[src/rtl/multi_bank_sync_fifo.sv]
// Single-clock valid/ready FIFO with storage interleaved across NUM_BANKS banks,
// first-word-fall-through output, synchronous clear, level flags and high-water mark.
module multi_bank_sync_fifo #(
  parameter int DATA_WIDTH = 8,
  parameter int FIFO_DEPTH = 16,
  parameter int NUM_BANKS  = 2,
  parameter int AF_LEVEL   = FIFO_DEPTH - 2,
  parameter int AE_LEVEL   = 2,
  localparam int LB_FIFO_DEPTH = $clog2(FIFO_DEPTH)
) (
  input  logic                    clk,
  input  logic                    rstn,
  input  logic                    clear,
  input  logic [DATA_WIDTH-1:0]   in_data,
  input  logic                    in_valid,
  output logic                    in_ready,
  output logic [DATA_WIDTH-1:0]   out_data,
  output logic                    out_valid,
  input  logic                    out_ready,
  output logic [LB_FIFO_DEPTH:0]  count,
  output logic                    almost_full,
  output logic                    almost_empty,
  output logic [LB_FIFO_DEPTH:0]  max_count
);

  // Handshake: a transfer happens on a rising edge where valid and ready are both
  // high; ready/valid here depend only on registered count, never on the partner.

  localparam int CNT_W  = LB_FIFO_DEPTH + 1;
  localparam int BANK_W = (NUM_BANKS > 1) ? $clog2(NUM_BANKS) : 1;
  localparam int ROWS   = FIFO_DEPTH / NUM_BANKS;
  localparam int ROW_W  = (ROWS > 1) ? $clog2(ROWS) : 1;

  localparam logic [CNT_W-1:0] FULL_C = CNT_W'(FIFO_DEPTH);
  localparam logic [CNT_W-1:0] AF_C   = CNT_W'(AF_LEVEL);
  localparam logic [CNT_W-1:0] AE_C   = CNT_W'(AE_LEVEL);

  logic [LB_FIFO_DEPTH-1:0] wr_ptr;
  logic [LB_FIFO_DEPTH-1:0] rd_ptr;
  logic [CNT_W-1:0]         count_next;
  logic [CNT_W-1:0]         max_next;
  logic                     push;
  logic                     pop;

  logic [BANK_W-1:0]        wr_bank;
  logic [BANK_W-1:0]        rd_bank;
  logic [ROW_W-1:0]         wr_row;
  logic [ROW_W-1:0]         rd_row;
  logic [DATA_WIDTH-1:0]    bank_rd [NUM_BANKS];

  assign in_ready     = (count != FULL_C);
  assign out_valid    = (count != '0);
  assign almost_full  = (count >= AF_C);
  assign almost_empty = (count <= AE_C);

  // A clear cycle swallows any handshake, so storage is not written either.
  assign push = in_valid && in_ready && !clear;
  assign pop  = out_valid && out_ready && !clear;

  // Low pointer bits pick the bank, the rest pick the row inside it.
  assign wr_bank = BANK_W'(wr_ptr % NUM_BANKS);
  assign rd_bank = BANK_W'(rd_ptr % NUM_BANKS);
  assign wr_row  = ROW_W'(wr_ptr / NUM_BANKS);
  assign rd_row  = ROW_W'(rd_ptr / NUM_BANKS);

  for (genvar b = 0; b < NUM_BANKS; b++) begin : g_bank
    logic [DATA_WIDTH-1:0] mem [ROWS];

    always_ff @(posedge clk) begin
      if (push && (wr_bank == BANK_W'(b))) begin
        mem[wr_row] <= in_data;
      end
    end

    assign bank_rd[b] = mem[rd_row];
  end

  assign out_data = bank_rd[rd_bank];

  always_comb begin
    count_next = count;
    if (push && !pop) begin
      count_next = count + CNT_W'(1);
    end else if (pop && !push) begin
      count_next = count - CNT_W'(1);
    end
    max_next = (count_next > max_count) ? count_next : max_count;
  end

  always_ff @(posedge clk or negedge rstn) begin
    if (!rstn) begin
      wr_ptr    <= '0;
      rd_ptr    <= '0;
      count     <= '0;
      max_count <= '0;
    end else if (clear) begin
      wr_ptr    <= '0;
      rd_ptr    <= '0;
      count     <= '0;
      max_count <= '0;
    end else begin
      if (push) begin
        wr_ptr <= wr_ptr + LB_FIFO_DEPTH'(1);
      end
      if (pop) begin
        rd_ptr <= rd_ptr + LB_FIFO_DEPTH'(1);
      end
      count     <= count_next;
      max_count <= max_next;
    end
  end

endmodule
[config.mk]
export PLATFORM = sky130hd
export DESIGN_NAME = multi_bank_sync_fifo
export DESIGN_NICKNAME = d
export VERILOG_FILES = /design/src/rtl/multi_bank_sync_fifo.sv
export SDC_FILE = /design/constraint.sdc
export NUM_CORES = 1
export LEC_CHECK = 0
export ABC_AREA = 1
export CAP_MARGIN = 10
export CORE_MARGIN = 2
export CORE_UTILIZATION = 50
export DETAILED_ROUTE_END_ITERATION = 10
export HOLD_SLACK_MARGIN = 0.1
export MAX_ROUTING_LAYER = met4
export PLACE_DENSITY = 0.79
export RECOVER_POWER = 25
export SLEW_MARGIN = 20
export SYNTH_ARGS = -nofsm -noshare
export SYNTH_HDL_FRONTEND = slang
export SYNTH_SLANG_ARGS = --single-unit
[constraint.sdc]
create_clock -name clk -period 5.75 [get_ports clk]
set_clock_uncertainty 0.05 [all_clocks]
set_input_delay 1.725 -clock clk [delete_from_list [all_inputs] [get_ports clk]]
set_output_delay 1.725 -clock clk [all_outputs]
set_load 0.02 [all_outputs]
==> metrics.txt <==
outcome=complete, no violations; Final min period=4.79 ns; worst-margin pin slew=1.06 ns; final wirelength=14300 um; Psw=0.000789 W; simple-gate area share of the yosys netlist=13.7%; largest family of logic cells by synthesized area=simple AND/OR/NAND/NOR gates; RSZ-0062 raised after global routing=false; Comb power frac=19.1%; Bufs and invs on worst path=2; Crit-path slowest cell=inv_2; crit path DAT=3.01 ns; initial DRC count=445; remaining antenna violation count after routing=0; post-synthesis mux area share=0%; crit-path max FO=65; worst reg2reg path depth=20; #FFs+latches synth=146; worst path required time=3.97 ns; global-route wire length before repair=22300 um; Leakage=2.59 nW; Layout Nets=603; ant diodes=0; CP startpoint kind=flop; CP Cell Sequence=inv_2 > o21ai_0 > o22ai_1 > o211ai_1 > o21ai_1 > clkdlybuf4s50_1; vias per inst=5.82; Chip Width=116 um; top-count cell post-synth=edfxtp_1; Setup WS post-layout=0.963 ns; asr flop ratio synth=12.3%; Post-Synth XOR/XNOR Area=0.417%; number of antenna violations at the first check in global routing=0; relative slew slack=28.8%; fraction of layout cells with a size suffix above 1=8.29%; Sink Count=146; sequential share of power=44.2%; final hold vios=0; sequential-to-total area share from yosys stat=68.2%; Syn Nets=571; Row Count=40; Clock Path Buffers=2; Slew Viols, Final=0; share of the synthesized area in the top cell type=61.0%; Hold Crit Depth=2; PortBufs=34; post-CTS setup repair buffer count=0; Max VDD drop=0.000254 V; Most used DFF post-synth=edfxtp_1; Synth area leaders=edfxtp_1 61%, dfrtp_1 7.2%, nor2_1 6.6%; Pint=0.00197 W; Syn. warnings=0; number of global-route vias before repair=4378; core area=12200 um^2; max cap viols=0; GPL Wtd Cong=0.895; cell taking the most area after synthesis=edfxtp_1; DRC Markers=0; Final Setup Violations=0; pre-CTS setup slack=1.09 ns; Synth Instances=548; grt ovf=0; Pwr Density=377 nW/um^2; CTS tree=yes; filler cell count in the final layout=942; Critical Path Sink Type=primary output; Synth top cells by count=128 x edfxtp_1, 111 x nor2_1, 72 x o21ai_0; fmax=0.209 GHz; Routed WL per cell=18.8 um; GRT Total Usage=23.1%; DIE AREA=13500 um^2; Post-Synthesis Cell Area=6300 um^2; synth unique cells=30; CTS Buf Count=17; setup TNS=0 ns; chip height=116 um; CP max stage delay=0.72 ns; Area growth syn-to-layout=16.0%; htree depth=4; Post-synth EDFFs=128; number of detailed-route iterations in the first pass=5; worst skew pair latency=0.41 ns; hold crit path type=reg2reg; clock-pin slew on the worst setup and hold paths=0.06 ns; Initial Util=51.8%; Resize count post-CTS=0; vias=4418; kind of critical path=reg2out; Adder-Cell Fraction of Synth Area=1.99%; HPWL Detailed=8720 um; clock power share=36.7%; Sw Share=28.6%; CTS root buf=clkbuf_16; WP depth=6; Final period util=83.3%; Tot Pwr=0.00276 W; delay-heaviest family, CP=buffers and inverters; largest net degree at the start of global routing=67; I/O pin cnt=35; post-synthesis compound-gate area fraction=12.2%; hold_buf cts=0; mean post-synth cell area=11.5 um^2
-- flip-flops by register name, summed over array words and instances (netlist names) --
name        flops
rd_ptr          4
count           5
max_count       5
g_bank.mem    128
wr_ptr          4
-- cells by family (layout without fill, tap and decap cells) --
group | count (synthesis) | in the layout
fa+ha+maj | 10 | 10
compound gates | 138 | 138
buf+inv | 53 | 96
simple gates | 198 | 198
xor+xnor | 3 | 3
flops | 146 | 146
-- stage by stage --
step	instances	hold slack, ns	utilization [%]	cell area, um^2
2_1_floorplan	548	0.474	-	6300
3_3_place_gp	729	0.496	55.6	6760
3_5_place_dp	729	0.490	55.6	6760
4_1_cts	759	0.511	60.1	7300
5_1_grt	759	0.527	60.1	7300
6_report	759	0.512	60.1	7300
-- routing by layer --
| metal | up-vias | wire, um | global-route usage, % |
|---|---|---|---|
| met4 | 0 | 391 | 12.5 |
| met2 | 238 | 7160 | 35.8 |
| met5 | - | 0 | - |
| met3 | 32 | 1070 | 5.29 |
| met1 | 2122 | 5690 | 28.5 |
| li1 | 2026 | - | - |
-- tightest hold or removal path, stage by stage (launching register included) --
cell and delay [ns]:
dfrtp_1 0.38, nand3_1 0.09, nand2_1 0.07
-- layout make-up --
cell class,count,area [um^2],share of cell area [%]
Clock inverter,12,113,1.54
Clock buffer,18,429,5.88
Sequential cell,146,4300,58.8
Tap cell,168,210,2.88
Multi-Input combinational cell,349,1780,24.4
Timing Repair Buffer,38,370,5.07
Inverter,28,105,1.44
-- placed cells by master (no fill, tap or decap), types with 17 or more instances in the layout --
cell type	instances
nor2_1	111
edfxtp_1	128
clkdlybuf4s50_1	28
clkbuf_16	17
o211ai_1	18
o21ai_0	72
inv_1	21
a21oi_1	18
nand2_1	44
nand3_1	26
dfrtp_1	17
-- path summary, 6_finish.rpt --
| check | from | end | slack [ns] |
|---|---|---|---|
| max | rd_ptr[1] | out_data[0] | 0.96 |
| min | max_count[4] | max_count[4] | 0.51 |
| max reg2reg | count[0] | max_count[1] | 2.58 |
| min reg2reg | max_count[4] | max_count[4] | 0.51 |
| max in group asynchronous | rstn | rd_ptr[1] | 3.29 |
| min in group asynchronous | rstn | count[2] | 1.80 |
-- power groups by stage --
stage | registers [W] | clock network (W) | logic [W]
after global routing | 0.00122 | 0.00106 | 0.000574
after detailed placement | 0.00124 | 0 | 0.000519
after global placement | 0.00124 | 0 | 0.000500
final | 0.00122 | 0.00101 | 0.000526
after floorplan | 0.00125 | 0 | 0.000315
after CTS | 0.00122 | 0.00101 | 0.000524
(Power assumes the default switching activity.)
